<file path="src/rtl/tft_panel_driver.sv">
`default_nettype none
// ============================================================================
// Module   : tft_panel_driver
// Desc     : Video stream to parallel RGB TFT panel with frame lock check,
//            status counters and backlight PWM. Optional macro
//            TFT_TEST_PATTERN_EN shows colour bars while unlocked.
// Revision : 1.0  initial release
// ============================================================================
module tft_panel_driver #(
  parameter int H_ACTIVE    = 800,
  parameter int V_ACTIVE    = 480,
  parameter bit HS_ACT_HIGH = 1'b0,
  parameter bit VS_ACT_HIGH = 1'b0
) (
  input  logic        clk_clk,
  input  logic        reset_reset_n,
  input  logic [31:0] vid_data,
  input  logic        vid_datavalid,
  input  logic        vid_h_sync,
  input  logic        vid_v_sync,
  input  logic        vid_underflow,
  input  logic [7:0]  bl_duty,
  input  logic        err_clr,
  output logic [7:0]  lcd_r,
  output logic [7:0]  lcd_g,
  output logic [7:0]  lcd_b,
  output logic        lcd_de,
  output logic        lcd_hs,
  output logic        lcd_vs,
  output logic        lcd_bl,
  output logic        locked,
  output logic        err_sticky,
  output logic [15:0] underflow_cnt
);

  localparam logic [15:0] H_LEN = 16'(H_ACTIVE);
  localparam logic [15:0] V_LEN = 16'(V_ACTIVE);

  typedef enum logic [1:0] {
    WAIT_VS = 2'd0,
    LOCKED  = 2'd1,
    RESYNC  = 2'd2
  } state_e;

  // Reset asserts asynchronously but is released on a clock edge.
  logic [1:0] rst_sync_q, rst_sync_d;
  logic       rst_n;

  always_comb rst_sync_d = {rst_sync_q[0], 1'b1};

  always_ff @(posedge clk_clk or negedge reset_reset_n) begin
    if (!reset_reset_n) rst_sync_q <= 2'b00;
    else                rst_sync_q <= rst_sync_d;
  end

  assign rst_n = rst_sync_q[1];

  state_e      state_q, state_d;
  logic        vs_prev_q, vs_prev_d;
  logic        de_prev_q, de_prev_d;
  logic [15:0] pix_cnt_q, pix_cnt_d;
  logic [15:0] line_cnt_q, line_cnt_d;
  logic        err_sticky_q, err_sticky_d;
  logic [15:0] uf_cnt_q, uf_cnt_d;
  logic [23:0] s1_rgb_q, s1_rgb_d;
  logic        s1_de_q, s1_de_d;
  logic        s1_hs_q, s1_hs_d;
  logic        s1_vs_q, s1_vs_d;
  logic [23:0] lcd_rgb_q, lcd_rgb_d;
  logic        lcd_de_q, lcd_de_d;
  logic        lcd_hs_q, lcd_hs_d;
  logic        lcd_vs_q, lcd_vs_d;
  logic [7:0]  bl_cnt_q, bl_cnt_d;
  logic [7:0]  duty_q, duty_d;
  logic        vs_rise, run_end, run_err;
  logic        unused_hi;

  assign unused_hi = ^vid_data[31:24];

`ifdef TFT_TEST_PATTERN_EN
  localparam logic [15:0] BAR_W = 16'((H_ACTIVE / 8 < 1) ? 1 : H_ACTIVE / 8);
  logic [15:0] pix_idx;
  logic [15:0] bar_num;
  logic [2:0]  bar_idx;
  logic [23:0] bar_rgb;

  // Bar order W,Y,C,G,M,R,B,K makes each colour bit a single inverted index bit.
  always_comb begin
    pix_idx = de_prev_q ? pix_cnt_q : 16'd0;
    bar_num = pix_idx / BAR_W;
    bar_idx = (bar_num > 16'd7) ? 3'd7 : bar_num[2:0];
    bar_rgb = {{8{~bar_idx[1]}}, {8{~bar_idx[2]}}, {8{~bar_idx[0]}}};
  end
`endif

  always_comb begin
    vs_rise   = vid_v_sync & ~vs_prev_q;
    run_end   = de_prev_q & ~vid_datavalid;
    run_err   = run_end && (pix_cnt_q != H_LEN);
    vs_prev_d = vid_v_sync;
    de_prev_d = vid_datavalid;

    pix_cnt_d = pix_cnt_q;
    if (vid_datavalid) begin
      if (!de_prev_q)             pix_cnt_d = 16'd1;
      else if (pix_cnt_q != '1)   pix_cnt_d = pix_cnt_q + 16'd1;
    end

    state_d = state_q;
    case (state_q)
      WAIT_VS, RESYNC: if (vs_rise) state_d = LOCKED;
      LOCKED: begin
        // Underflow and a bad run win over a VS edge in the same cycle.
        if (vid_underflow || run_err || (vs_rise && (line_cnt_q != V_LEN)))
          state_d = RESYNC;
      end
      default: state_d = WAIT_VS;
    endcase

    line_cnt_d = line_cnt_q;
    if ((state_q != LOCKED) || vs_rise) line_cnt_d = 16'd0;
    else if (run_end && (line_cnt_q != '1)) line_cnt_d = line_cnt_q + 16'd1;

    err_sticky_d = err_sticky_q;
    if (err_clr) err_sticky_d = 1'b0;
    else if ((state_q == LOCKED) && (state_d == RESYNC)) err_sticky_d = 1'b1;

    uf_cnt_d = uf_cnt_q;
    if (err_clr) uf_cnt_d = 16'd0;
    else if (vid_underflow && (uf_cnt_q != '1)) uf_cnt_d = uf_cnt_q + 16'd1;

    // Gating uses the next state so the locking VS edge opens the frame.
    s1_de_d  = 1'b0;
    s1_rgb_d = 24'd0;
    if (state_d == LOCKED) begin
      s1_de_d  = vid_datavalid;
      s1_rgb_d = vid_data[23:0];
    end
`ifdef TFT_TEST_PATTERN_EN
    else begin
      s1_de_d = vid_datavalid;
      if (vid_datavalid) s1_rgb_d = bar_rgb;
    end
`endif
    s1_hs_d = vid_h_sync;
    s1_vs_d = vid_v_sync;

    lcd_rgb_d = s1_rgb_q;
    lcd_de_d  = s1_de_q;
    lcd_hs_d  = s1_hs_q ^ ~HS_ACT_HIGH;
    lcd_vs_d  = s1_vs_q ^ ~VS_ACT_HIGH;

    bl_cnt_d = bl_cnt_q + 8'd1;
    duty_d   = (bl_cnt_q == 8'hFF) ? bl_duty : duty_q;
  end

  always_ff @(posedge clk_clk or negedge rst_n) begin
    if (!rst_n) begin
      state_q      <= WAIT_VS;
      vs_prev_q    <= 1'b0;
      de_prev_q    <= 1'b0;
      pix_cnt_q    <= 16'd0;
      line_cnt_q   <= 16'd0;
      err_sticky_q <= 1'b0;
      uf_cnt_q     <= 16'd0;
      s1_rgb_q     <= 24'd0;
      s1_de_q      <= 1'b0;
      s1_hs_q      <= 1'b0;
      s1_vs_q      <= 1'b0;
      lcd_rgb_q    <= 24'd0;
      lcd_de_q     <= 1'b0;
      lcd_hs_q     <= ~HS_ACT_HIGH;
      lcd_vs_q     <= ~VS_ACT_HIGH;
      bl_cnt_q     <= 8'd0;
      duty_q       <= 8'd0;
    end else begin
      state_q      <= state_d;
      vs_prev_q    <= vs_prev_d;
      de_prev_q    <= de_prev_d;
      pix_cnt_q    <= pix_cnt_d;
      line_cnt_q   <= line_cnt_d;
      err_sticky_q <= err_sticky_d;
      uf_cnt_q     <= uf_cnt_d;
      s1_rgb_q     <= s1_rgb_d;
      s1_de_q      <= s1_de_d;
      s1_hs_q      <= s1_hs_d;
      s1_vs_q      <= s1_vs_d;
      lcd_rgb_q    <= lcd_rgb_d;
      lcd_de_q     <= lcd_de_d;
      lcd_hs_q     <= lcd_hs_d;
      lcd_vs_q     <= lcd_vs_d;
      bl_cnt_q     <= bl_cnt_d;
      duty_q       <= duty_d;
    end
  end

  assign lcd_r         = lcd_rgb_q[23:16];
  assign lcd_g         = lcd_rgb_q[15:8];
  assign lcd_b         = lcd_rgb_q[7:0];
  assign lcd_de        = lcd_de_q;
  assign lcd_hs        = lcd_hs_q;
  assign lcd_vs        = lcd_vs_q;
  assign lcd_bl        = (bl_cnt_q < duty_q);
  assign locked        = (state_q == LOCKED);
  assign err_sticky    = err_sticky_q;
  assign underflow_cnt = uf_cnt_q;

endmodule
`default_nettype wire
</file>
<file path="config.mk">
export PLATFORM = sky130hd
export DESIGN_NAME = tft_panel_driver
export DESIGN_NICKNAME = d
export VERILOG_FILES = /design/src/rtl/tft_panel_driver.sv
export SDC_FILE = /design/constraint.sdc
export NUM_CORES = 1
export LEC_CHECK = 0
export ABC_CLOCK_PERIOD_IN_PS = 4100
export BUFFER_PORTS_ARGS = -buffer_cell sky130_fd_sc_hd__buf_2
export CAP_MARGIN = 10
export CORE_MARGIN = 1.5
export CORE_UTILIZATION = 56
export DETAILED_ROUTE_END_ITERATION = 8
export MAX_ROUTING_LAYER = met4
export PLACE_DENSITY = 0.79
export SKIP_CTS_REPAIR_TIMING = 1
export SYNTH_ARGS = -nofsm -noshare
export SYNTH_HDL_FRONTEND = slang
export SYNTH_SLANG_ARGS = --single-unit
</file>
<file path="constraint.sdc">
create_clock -name clk_clk -period 4.1 [get_ports clk_clk]
set_clock_uncertainty 0.1 [all_clocks]
set_input_delay 0.615 -clock clk_clk [delete_from_list [all_inputs] [get_ports clk_clk]]
set_output_delay 0.615 -clock clk_clk [all_outputs]
set_load 0.005 [all_outputs]
</file>
==> impl_metrics.ini <==
[run_status]
outcome = finished clean

[floorplan]
boundaryPins = 93
dieArea_mm2 = 0.0105
coreArea_mm2 = 0.00968
die_x_um = 102
initial_utilization_pct = 57.1
num_rows = 36
die_height_um = 102

[synthesis]
yosys_most_used_dff = dfrtp_1
synthDistinctLibCells = 55
synth_commonest_cells = dfrtp_1 (122), a21oi_1 (29), nand2_1 (27)
synth_cells = 492
ys_async_sr_fraction_pct = 100
synth-adder-area-share_pct = 2.94
yosysSeqAreaShare_pct = 56.1
ys_ff_latch = 124
synth_top_area_share_pct = 55.2
yosysWarnings = 0
synth_area_per_cell_um2 = 11.2
synth_compound_area_share_pct = 15.0
synth_xor_area_share_pct = 0.950
postSynthNetCount = 552
synth_area_leaders = dfrtp_1 (55%), mux2_2 (3.3%), ha_1 (2.9%)
synth_edf_count = 0
yosysMostFrequentCell = dfrtp_1
synth_top_family_by_area = simple AND/OR/NAND/NOR gates
synth_area_leader_cell = dfrtp_1
yosys.area_share.simple_pct = 17.6
synth_mux_area_share_pct = 4.16
syn_area_mm2 = 0.00553

[clock_network]
clock-sinks = 124
numCtsBuffers = 17
clockRootBuffer = clkbuf_8
insertion_delay_ns = 0.52
clk_pin_slew_ns = 0.06
cts_tree = done
clockBufferDepth = 2
h-tree-depth = 4

[drt]
ant_nets = 0
drc = 0
routedWlPerCell_um = 16.7
vias = 4317
firstDrtPassIters = 5
drtIter0Drc = 321
vias_per_cell = 5.92
drt_wl_total_mm = 12.1

[global_route]
overflow = 0
grt_antenna_before_repair = 0
grt_max_degree = 86
grt_pass1_vias = 4001
grt_pass1_wl_mm = 19.3
grt_usage_pct = 25.0

[worst_setup_path]
path_max_fanout = 5
worstPathArrival_ns = 2.16
slowest_stage = dfrtp_1
slowest_delay_ns = 0.44
path_buf_inv = 1
path_class = reg -> out
worstSetupStartpointType = flip-flop
cp_top_family = compound AO/OA/AOI/OAI gates
path_cells = ha_1 -> a21o_1 -> a21oi_1 -> o31ai_1 -> a31oi_1 -> buf_2
crit_required_ns = 3.38
end_kind = output port

[cells_and_area]
fin_cells = 729
area_growth_pct = 20.7
drive_gt1_share_pct = 25.9
final_nets = 642

[placement]
gp_congestion = 0.896
hpwlAfterDp_mm = 7.90
dp.cells = 693
io_buffers = 84

[min_path]
hp-class = in -> reg

[timing]
period_needed_ns = 2.88
slew_violations = 0
hold_viol = 0
tightestPinTransition_ns = 1.18
period_share_pct = 70.2
fmax_ghz = 0.347
worst_slew_margin_rel_pct = 21.1
rsz0062_at_grt = false
finalSetupTns_ns = 0
setup_violations = 0

[job]
cap_violations = 0

[power]
peakVddDrop_v = 0.000329
p_leak_uw = 0.00315
p_per_area_mw_per_mm2 = 454
[final timing paths]
kind                                 from            end  slack, ns  cells past startpoint
max                           bl_cnt_q[4]         lcd_bl       1.22                      6
min                            vid_h_sync        s1_hs_q        0.1                      1
max reg2reg                line_cnt_q[15]   lcd_rgb_d[2]       1.52                      4
min reg2reg                 lcd_rgb_d[16]  lcd_rgb_q[16]       0.25                      0
max in group asynchronous   rst_sync_q[1]         lcd_hs       2.50                      1
min in group asynchronous   reset_reset_n  rst_sync_q[1]       0.32                      2
[state kept, by name, indices dropped and copies added, names as in the netlist, 2 cells and up]
| name | flops |
|---|---|
| underflow_cnt | 16 |
| duty_q | 8 |
| pix_cnt_q | 16 |
| rst_sync_q | 2 |
| lcd_rgb_d | 24 |
| lcd_rgb_q | 24 |
| state_q | 2 |
| bl_cnt_q | 8 |
| line_cnt_q | 16 |
[final cells by class]
cell class | instances | area, um^2
diodes | 1 | 2.50
clock buffers | 17 | 414
clock inverters | 15 | 189
fillers | 708 | 3010
inverters | 21 | 78.8
multi-input cells | 328 | 2250
flip-flops and latches | 124 | 3110
well taps | 133 | 166
repair buffers | 90 | 463
[kinds of logic (layout without fill, tap and decap cells)]
family | after synthesis | in the layout
buffers and inverters | 40 | 143
xor gates and xnor gates | 6 | 6
muxes | 21 | 21
DFF | 124 | 124
adders and majority gates | 13 | 13
AOI/OAI and AO/OA | 115 | 115
other | 1 | 2
and+or+nand+nor | 172 | 172
[layout by cell type, fill, tap and decap left out, drive strengths merged, types with 10 or more instances in the layout]
cell type and instances:
a21oi 29, nand4 16, or4 17, dfrtp 122
ha 13, nand3 22, clkbuf 18, nor2 21
nand2 27, a21boi 27, o31ai 15, or3 11
mux2 16, nor3 10, buf 88, o21ai 10
nor2b 10, inv 26
[power by group]
| group | switching [uW] | total [uW] | internal, uW |
|---|---|---|---|
| clock | 573 | 1510 | 937 |
| sequential | 63.3 | 1340 | 1280 |
| combinational | 93.9 | 178 | 84.5 |
[layer usage]
metal	part of all wire, %	global-route usage (%)	up-vias
met4	1.7	10.6	0
met2	51	38.7	151
met1	42	31.8	2130
li1	-	-	2014
met5	0	-	-
met3	5.0	5.68	22
[stage by stage]
step                      power, uW  utilization (%)  area [um^2]  hold WS, ns  setup slack [ns]
after floorplan                1470                -         5530        0.219             0.293
after global placement         1530             62.5         6050        0.231              1.37
after detailed placement       1540             62.5         6050        0.235              1.30
after CTS                      3050             68.7         6650       -0.243              1.21
after global routing           3140             68.9         6670       0.0851              1.12
final                          3030             68.9         6680       0.0993              1.22
No activity file was read; power rests on OpenSTA's default activity.
